[src/rtl/wb_arbiter.sv]
// -----------------------------------------------------------------------------
// wb_arbiter
//   Two-requester write-back arbiter in front of a register file. Each
//   requester owns a one-entry holding buffer; at most one buffered write is
//   issued per cycle, with a round-robin pointer resolving contention.
//   Writes aimed at register 0 are accepted and discarded, and a one-cycle
//   zero_drop pulse reports the discard.
//
// Ports
//   clock            sole clock, rising edge
//   reset            asynchronous, active-low
//   a_valid/a_reg/a_data/a_ready   requester A handshake (ready = buffer empty)
//   b_valid/b_reg/b_data/b_ready   requester B handshake
//   flush            synchronous discard of buffered and in-flight writes
//   wr_enable/wr_reg/wr_data       registered register-file write port
//   grant_b          1 = current write came from B, 0 = from A
//   zero_drop        one-cycle pulse when a register-0 request is discarded
// -----------------------------------------------------------------------------
module wb_arbiter #(
    parameter int DATA_W = 32,
    parameter int REG_W  = 5
) (
    input  logic              clock,
    input  logic              reset,
    input  logic              a_valid,
    input  logic [REG_W-1:0]  a_reg,
    input  logic [DATA_W-1:0] a_data,
    output logic              a_ready,
    input  logic              b_valid,
    input  logic [REG_W-1:0]  b_reg,
    input  logic [DATA_W-1:0] b_data,
    output logic              b_ready,
    input  logic              flush,
    output logic              wr_enable,
    output logic [REG_W-1:0]  wr_reg,
    output logic [DATA_W-1:0] wr_data,
    output logic              grant_b,
    output logic              zero_drop
);

    typedef enum logic {EMPTY, FULL} buf_state_t;
    typedef enum logic {PRI_A, PRI_B} pri_t;

    buf_state_t a_state, a_state_nxt;
    buf_state_t b_state, b_state_nxt;
    pri_t       pri, pri_nxt;

    logic [REG_W-1:0]  a_reg_p0, b_reg_p0;
    logic [DATA_W-1:0] a_data_p0, b_data_p0;

    logic accept_a, accept_b;
    logic gnt_a, gnt_b;
    logic zero_drop_nxt;
    logic wr_enable_nxt;

    // Ready comes straight from the buffer state flops, so there is no
    // combinational path from any input to a_ready/b_ready.
    assign a_ready = (a_state == EMPTY);
    assign b_ready = (b_state == EMPTY);

    always_comb begin
        accept_a      = 1'b0;
        accept_b      = 1'b0;
        gnt_a         = 1'b0;
        gnt_b         = 1'b0;
        a_state_nxt   = a_state;
        b_state_nxt   = b_state;
        pri_nxt       = pri;
        zero_drop_nxt = 1'b0;
        wr_enable_nxt = 1'b0;

        // An EMPTY buffer can never be granted, so accepting and granting
        // the same buffer on one edge cannot happen.
        accept_a = a_valid && (a_state == EMPTY);
        accept_b = b_valid && (b_state == EMPTY);

        gnt_a = (a_state == FULL) && ((b_state == EMPTY) || (pri == PRI_A));
        gnt_b = (b_state == FULL) && ((a_state == EMPTY) || (pri == PRI_B));

        if (flush) begin
            a_state_nxt = EMPTY;
            b_state_nxt = EMPTY;
            pri_nxt     = PRI_A;
        end else begin
            if (gnt_a)
                a_state_nxt = EMPTY;
            else if (accept_a && (a_reg != '0))
                a_state_nxt = FULL;

            if (gnt_b)
                b_state_nxt = EMPTY;
            else if (accept_b && (b_reg != '0))
                b_state_nxt = FULL;

            if (gnt_a)
                pri_nxt = PRI_B;
            else if (gnt_b)
                pri_nxt = PRI_A;

            zero_drop_nxt = (accept_a && (a_reg == '0)) ||
                            (accept_b && (b_reg == '0));
            wr_enable_nxt = gnt_a || gnt_b;
        end
    end

    always_ff @(posedge clock or negedge reset) begin
        if (!reset) begin
            a_state   <= EMPTY;
            b_state   <= EMPTY;
            pri       <= PRI_A;
            wr_enable <= 1'b0;
            wr_reg    <= '0;
            wr_data   <= '0;
            grant_b   <= 1'b0;
            zero_drop <= 1'b0;
        end else begin
            a_state   <= a_state_nxt;
            b_state   <= b_state_nxt;
            pri       <= pri_nxt;
            wr_enable <= wr_enable_nxt;
            zero_drop <= zero_drop_nxt;
            // Write fields only move on an actual issue; otherwise they hold.
            if (wr_enable_nxt) begin
                wr_reg  <= gnt_b ? b_reg_p0  : a_reg_p0;
                wr_data <= gnt_b ? b_data_p0 : a_data_p0;
                grant_b <= gnt_b;
            end
        end
    end

    // ---- p0: holding-buffer payload (qualified by a_state/b_state) ----
    always_ff @(posedge clock) begin
        if (accept_a) begin
            a_reg_p0  <= a_reg;
            a_data_p0 <= a_data;
        end
        if (accept_b) begin
            b_reg_p0  <= b_reg;
            b_data_p0 <= b_data;
        end
    end

endmodule
[config.mk]
export PLATFORM = sky130hd
export DESIGN_NAME = wb_arbiter
export DESIGN_NICKNAME = d
export VERILOG_FILES = /design/src/rtl/wb_arbiter.sv
export SDC_FILE = /design/constraint.sdc
export NUM_CORES = 1
export LEC_CHECK = 0
export ABC_AREA = 1
export CORE_ASPECT_RATIO = 1.75
export CORE_UTILIZATION = 50
export DETAILED_ROUTE_END_ITERATION = 6
export GPL_ROUTABILITY_DRIVEN = 0
export PLACE_DENSITY_LB_ADDON = 0.3
export SYNTH_ARGS = -nofsm -noshare
export SYNTH_HDL_FRONTEND = slang
export SYNTH_SLANG_ARGS = --single-unit
[constraint.sdc]
create_clock -name clock -period 3.65 [get_ports clock]
set_input_delay 1.095 -clock clock [delete_from_list [all_inputs] [get_ports clock]]
set_output_delay 1.095 -clock clock [all_outputs]
set_load 0.05 [all_outputs]
==> flow_summary.yaml, run 1 <==
yosys:
  syn_inst: 424
  yosys.area_share.simple_pct: 18.5
  synth_common_cells: "nand2_1, inv_1, edfxtp_1"
  ys.flop_type: "edfxtp_1"
  seq_area_frac_synth_pct: 70.4
  synth_fp_nets: 503
  ys_seq_elements: 117
  yosysTopAreaCellShare_pct: 47.4
  synth_top_area_cell: "edfxtp_1"
  synth.distinct_cells: 21
  syn_avg_cell_area_um2: 11.1
  async_flop_share_pct: 36.8
  synth_compound_area_share_pct: 1.68
  synthAdderAreaFrac_pct: 0
  synth_most_common_cell: "nand2_1"
  synth_xor_area_share_pct: 0
  netlist_area_um2: 4690
  synth.area.top_cells: "edfxtp_1, dfrtp_1, nand2_1, inv_1, nand3_1"
  synth_top_family_by_area: "simple AND/OR/NAND/NOR gates"
  synth_edf_count: 74
  yosys_warnings: 0
  synthMuxAreaShare_pct: 0
setup_path:
  path_cells: "inv_2 > clkdlybuf4s50_1"
  critPathKind: "flop to output port"
  start_kind: "flop"
  r2r_cells: 5
  required_ps: 2550
  cp_slowest_cell: "clkdlybuf4s50_1"
  setup.worst_path.end_class: "output port"
  worst-path-max-fanout: 5
  critPathMaxStageDelay_ps: 870
  r2r-start: "a_state$_DFFE_PN0P_"
  arrival_ps: 1910
  regToRegSetupSlack_ps: 1630
  r2r_end: "wr_data[21]$_DFFE_PN0P_"
pwr:
  powerDensity_nw_per_um2: 686
  p_total_mw: 4.55
  ir_worst_vdd_mv: 0.497
  p_leak_nw: 3.01
global_routing:
  grt-ovfl-total: 0
  antenna_found_initial: 0
  track_usage_pct: 23.5
  grt_pass1_wl_um: 15800
  grt_pass1_vias: 3417
  grt_max_degree: 44
drt:
  final_antenna_net_count: 0
  drcViolationCount: 0
  drtIter0Drc: 107
  wl_um: 9920
  drt_first_pass_iters: 4
  avgViaCountPerCell: 4.69
  avgRoutedWirePerCell_um: 14.5
  via_count: 3210
timing:
  slew_viol_final: 0
  relSlewSlack_pct: 20.8
  fin_crit_sh_pct: 82.4
  rsz0062_at_grt: "no"
  finalHoldViolCount: 0
  worst_slack_ps: 642
  worstMarginPinSlew_ps: 1180
  finalSetupViolCount: 0
  final.setup.tns_ps: 0
  fmaxAchievable_mhz: 332
  finClkSkew_ps: 6.28
  finalCriticalPeriod_ps: 3010
worst_hold_path:
  hold_depth: 2
  hold_class: "flop to flop"
  min_from: "wr_data[18]$_DFFE_PN0P_"
  hold_end: "wr_data[18]$_DFFE_PN0P_"
floorplanning:
  die_area_um2: 9780
  core_um2: 9090
  floorplan.io_pins: 121
  die_y_um: 130
  die_x_um: 75.2
  start_util_pct: 51.5
  rows: 46
place:
  dpl.hpwl_um: 6580
  pre_cts_ws_ps: 845
  io_buffer_count: 120
status:
  status: "finished clean"
cts:
  worstSkewPairLatency_ps: 410
  clock-sinks: 117
  h-tree-depth: 4
  hold_buffers: 0
  cts_tree: "yes"
  numCtsBuffers: 17
  cts_resized: 0
  clk_pin_slew_ps: 50
  root_buffer: "clkbuf_16"
  clock_path_buffers: 2
  postCtsSetupRepairBufs: 0
flow_run:
  cap_violations: 0
cells_and_area:
  syn_to_final_growth_pct: 41.7
  fin_nets: 631
  diodes: 0
  top_regs: "a_data_p0: 32 flops, b_data_p0: 32 flops, wr_data: 32 flops"
  drive_above_1_share_pct: 11.2
power by group:
part	leakage, nW	internal, mW	switching, mW
combinational	1.45	0.347	0.660
sequential	1.24	1.59	0.0835
clock	0.322	1.29	0.577
worst max-delay path, delay by kind of cell (launching register included):
kind / cells / cell delay [ps]
buf+inv: 2 / 1050
flops: 1 / 460
cells by family (layout without fill, tap and decap cells):
| kind of cell | Yosys count | count (layout) |
|---|---|---|
| and+or+nand+nor | 200 | 200 |
| DFF | 117 | 117 |
| buffers and inverters | 98 | 239 |
| AOI/OAI and AO/OA | 9 | 9 |
placed cells by master, fill, tap and decap left out:
cell / synthesis / routed
o21ai_0: 2 / 2
buf_2: 5 / 1
nand2_2: 8 / 8
a21oi_4: 2 / 2
buf_4: 1 / 3
clkinv_2: 0 / 4
dfrtp_1: 43 / 43
edfxtp_1: 74 / 74
a21oi_2: 2 / 2
nand3_1: 32 / 32
nand2_4: 1 / 1
inv_2: 3 / 3
bufinv_16: 0 / 6
clkinv_4: 0 / 1
clkinvlp_4: 0 / 3
o21ai_4: 0 / 1
nand3_2: 7 / 7
clkbuf_16: 0 / 17
a21oi_1: 2 / 2
nor2_4: 0 / 2
inv_1: 80 / 80
nand4_1: 2 / 2
clkbuf_8: 0 / 1
nand2_1: 144 / 144
nor2_1: 6 / 4
clkdlybuf4s50_1: 0 / 119
buf_12: 0 / 1
final cells by class:
type                    count  area [µm²]
multi-input cells         209         968
fillers                   671        2460
repair buffers            124        1240
well taps                 120         150
clock buffers              18         439
inverters                  83         312
clock inverters            14         231
flip-flops and latches    117        3300
layer usage:
layer | wire (µm) | GRT usage (%) | vias to the layer above | share of wire, %
li1 | - | - | 1575 | -
met1 | 3440 | 22.9 | 1509 | 35
met2 | 5670 | 41.1 | 97 | 57
met3 | 438 | 8.57 | 29 | 4.4
met4 | 367 | 14.3 | 0 | 3.7
met5 | 0 | 0 | - | 0
worst max path at each step:
stage	startpoint	slack [ps]	depth (start not counted)	end
after floorplan	b_valid	470	4	zero_drop$_DFF_PN0_
after global placement	b_valid	850	4	b_data_p0[12]$_DFFE_PP_
after detailed placement	b_valid	850	4	b_data_p0[11]$_DFFE_PP_
after CTS	a_state$_DFFE_PN0P_	620	2	a_ready
after global routing	a_state$_DFFE_PN0P_	560	2	a_ready
final	a_state$_DFFE_PN0P_	640	2	a_ready
metrics by stage:
stage	utilization, %	cell area, µm²	instances	hold slack (ps)
after CTS	73.0	6640	685	480
after floorplan	-	4690	424	513
final	73.0	6640	685	475
after global routing	73.0	6640	685	491
after detailed placement	65.6	5970	653	464
after global placement	65.6	5970	653	460
(Power assumes the default switching activity.)
==> run 2, diff against run 1 <==
CORE_UTILIZATION = 49   (was 50)
clock period = 3 ns   (was 3.65 ns; I/O delays follow)
==> flow_summary.yaml, run 2 (same netlist as run 1, synthesis figures left out) <==
floorplanning:
  start_util_pct: 51.2
  floorplan.io_pins: 121
  die_area_um2: 9970
  rows: 46
  die_x_um: 75.9
  core_um2: 9150
  die_y_um: 131
flow_run:
  cap_violations: 0
pwr:
  powerDensity_nw_per_um2: 816
  ir_worst_vdd_mv: 0.504
  p_leak_nw: 2.99
setup_path:
  critPathKind: "flop to output port"
  worst-path-max-fanout: 5
  arrival_ps: 1900
  setup.worst_path.end_class: "output port"
  required_ps: 2100
  start_kind: "flop"
cts:
  worstSkewPairLatency_ps: 400
  clk_pin_slew_ps: 60
  cts_resized: 0
  cts_tree: "yes"
  numCtsBuffers: 17
  hold_buffers: 0
  h-tree-depth: 4
  clock_path_buffers: 2
  root_buffer: "clkbuf_16"
  postCtsSetupRepairBufs: 0
  clock-sinks: 117
cells_and_area:
  drive_above_1_share_pct: 11.6
  final_cell_mix: "nand2_1, clkdlybuf4s50_1, inv_1"
  top_regs: "a_data_p0: 32 flops, b_data_p0: 32 flops, wr_data: 32 flops"
  utilization_pct: 72.2
  fin_nets: 634
  diodes: 0
  syn_to_final_growth_pct: 41.0
  final_common_cell: "nand2_1"
timing:
  worstMarginPinSlew_ps: 1060
  fin_crit_sh_pct: 93.2
  finalSetupViolCount: 0
  slew_viol_final: 0
  relSlewSlack_pct: 29.4
  finClkSkew_ps: 8.24
  rsz0062_at_grt: "no"
  finalHoldViolCount: 0
  fmaxAchievable_mhz: 358
  finalCriticalPeriod_ps: 2800
  final.setup.tns_ps: 0
worst_hold_path:
  hold_class: "flop to flop"
drt:
  avgViaCountPerCell: 4.75
  avgRoutedWirePerCell_um: 14.9
  drcViolationCount: 0
  final_antenna_net_count: 0
  via_count: 3269
  drtIter0Drc: 134
  drt_first_pass_iters: 5
  wl_um: 10200
global_routing:
  grt_max_degree: 44
  track_usage_pct: 22.8
  grt_pass1_wl_um: 16900
  grt-ovfl-total: 0
  antenna_found_initial: 0
  grt_pass1_vias: 3493
place:
  dpl.hpwl_um: 6770
  io_buffer_count: 120
status:
  status: "finished clean"
[run 2: layer usage]
metal	vias to the layer above	part of all wire [%]	global-route usage [%]
met5	-	0	0
met3	24	4.4	5.76
met2	109	58	43.0
li1	1584	-	-
met1	1552	35	22.0
met4	0	3.1	12.5
[run 2: cell type report]
type                       count  area (µm²)
inverter                      83         312
tap                          120         150
clock inverter                15         206
fill                         638        2540
multi-input combinational    209         968
timing repair buffer         127        1250
clock buffer                  17         425
sequential                   117        3300
[run 2: path summary, 6_finish.rpt]
| check | endpoint | startpoint | slack (ps) | depth (start not counted) |
|---|---|---|---|---|
| max | a_ready | a_state$_DFFE_PN0P_ | 200 | 2 |
| min | wr_data[1]$_DFFE_PN0P_ | wr_data[1]$_DFFE_PN0P_ | 480 | 2 |
| max reg2reg | wr_data[15]$_DFFE_PN0P_ | b_state$_DFFE_PN0P_ | 1120 | 5 |
| min reg2reg | wr_data[1]$_DFFE_PN0P_ | wr_data[1]$_DFFE_PN0P_ | 480 | 2 |
| max in group asynchronous | wr_data[16]$_DFFE_PN0P_ | reset | 1720 | 1 |
| min in group asynchronous | wr_data[0]$_DFFE_PN0P_ | reset | 670 | 1 |
[run 2: stage by stage]
step / power [mW] / instances / worst slack [ps] / cell area (µm²) / hold WS [ps]
5_1_grt: 5.59 / 688 / 140 / 6610 / 500
3_3_place_gp: 3.27 / 656 / 626 / 5980 / 462
6_report: 5.39 / 688 / 204 / 6610 / 482
3_5_place_dp: 3.31 / 656 / 607 / 5980 / 465
2_1_floorplan: 2.82 / 424 / 10.3 / 4690 / 513
4_1_cts: 5.43 / 688 / 180 / 6610 / 481
[run 2: power breakdown]
group	internal, mW	leakage (nW)	switching, mW	total (mW)
registers	1.94	1.24	0.0992	2.04
logic	0.422	1.46	0.821	1.24
clock network	1.39	0.292	0.721	2.11
total	3.75	2.99	1.64	5.39
[run 2: critical path: stages (launching register included)]
cell and delay (ps):
dfrtp_1 460, inv_2 180, clkdlybuf4s50_1 860
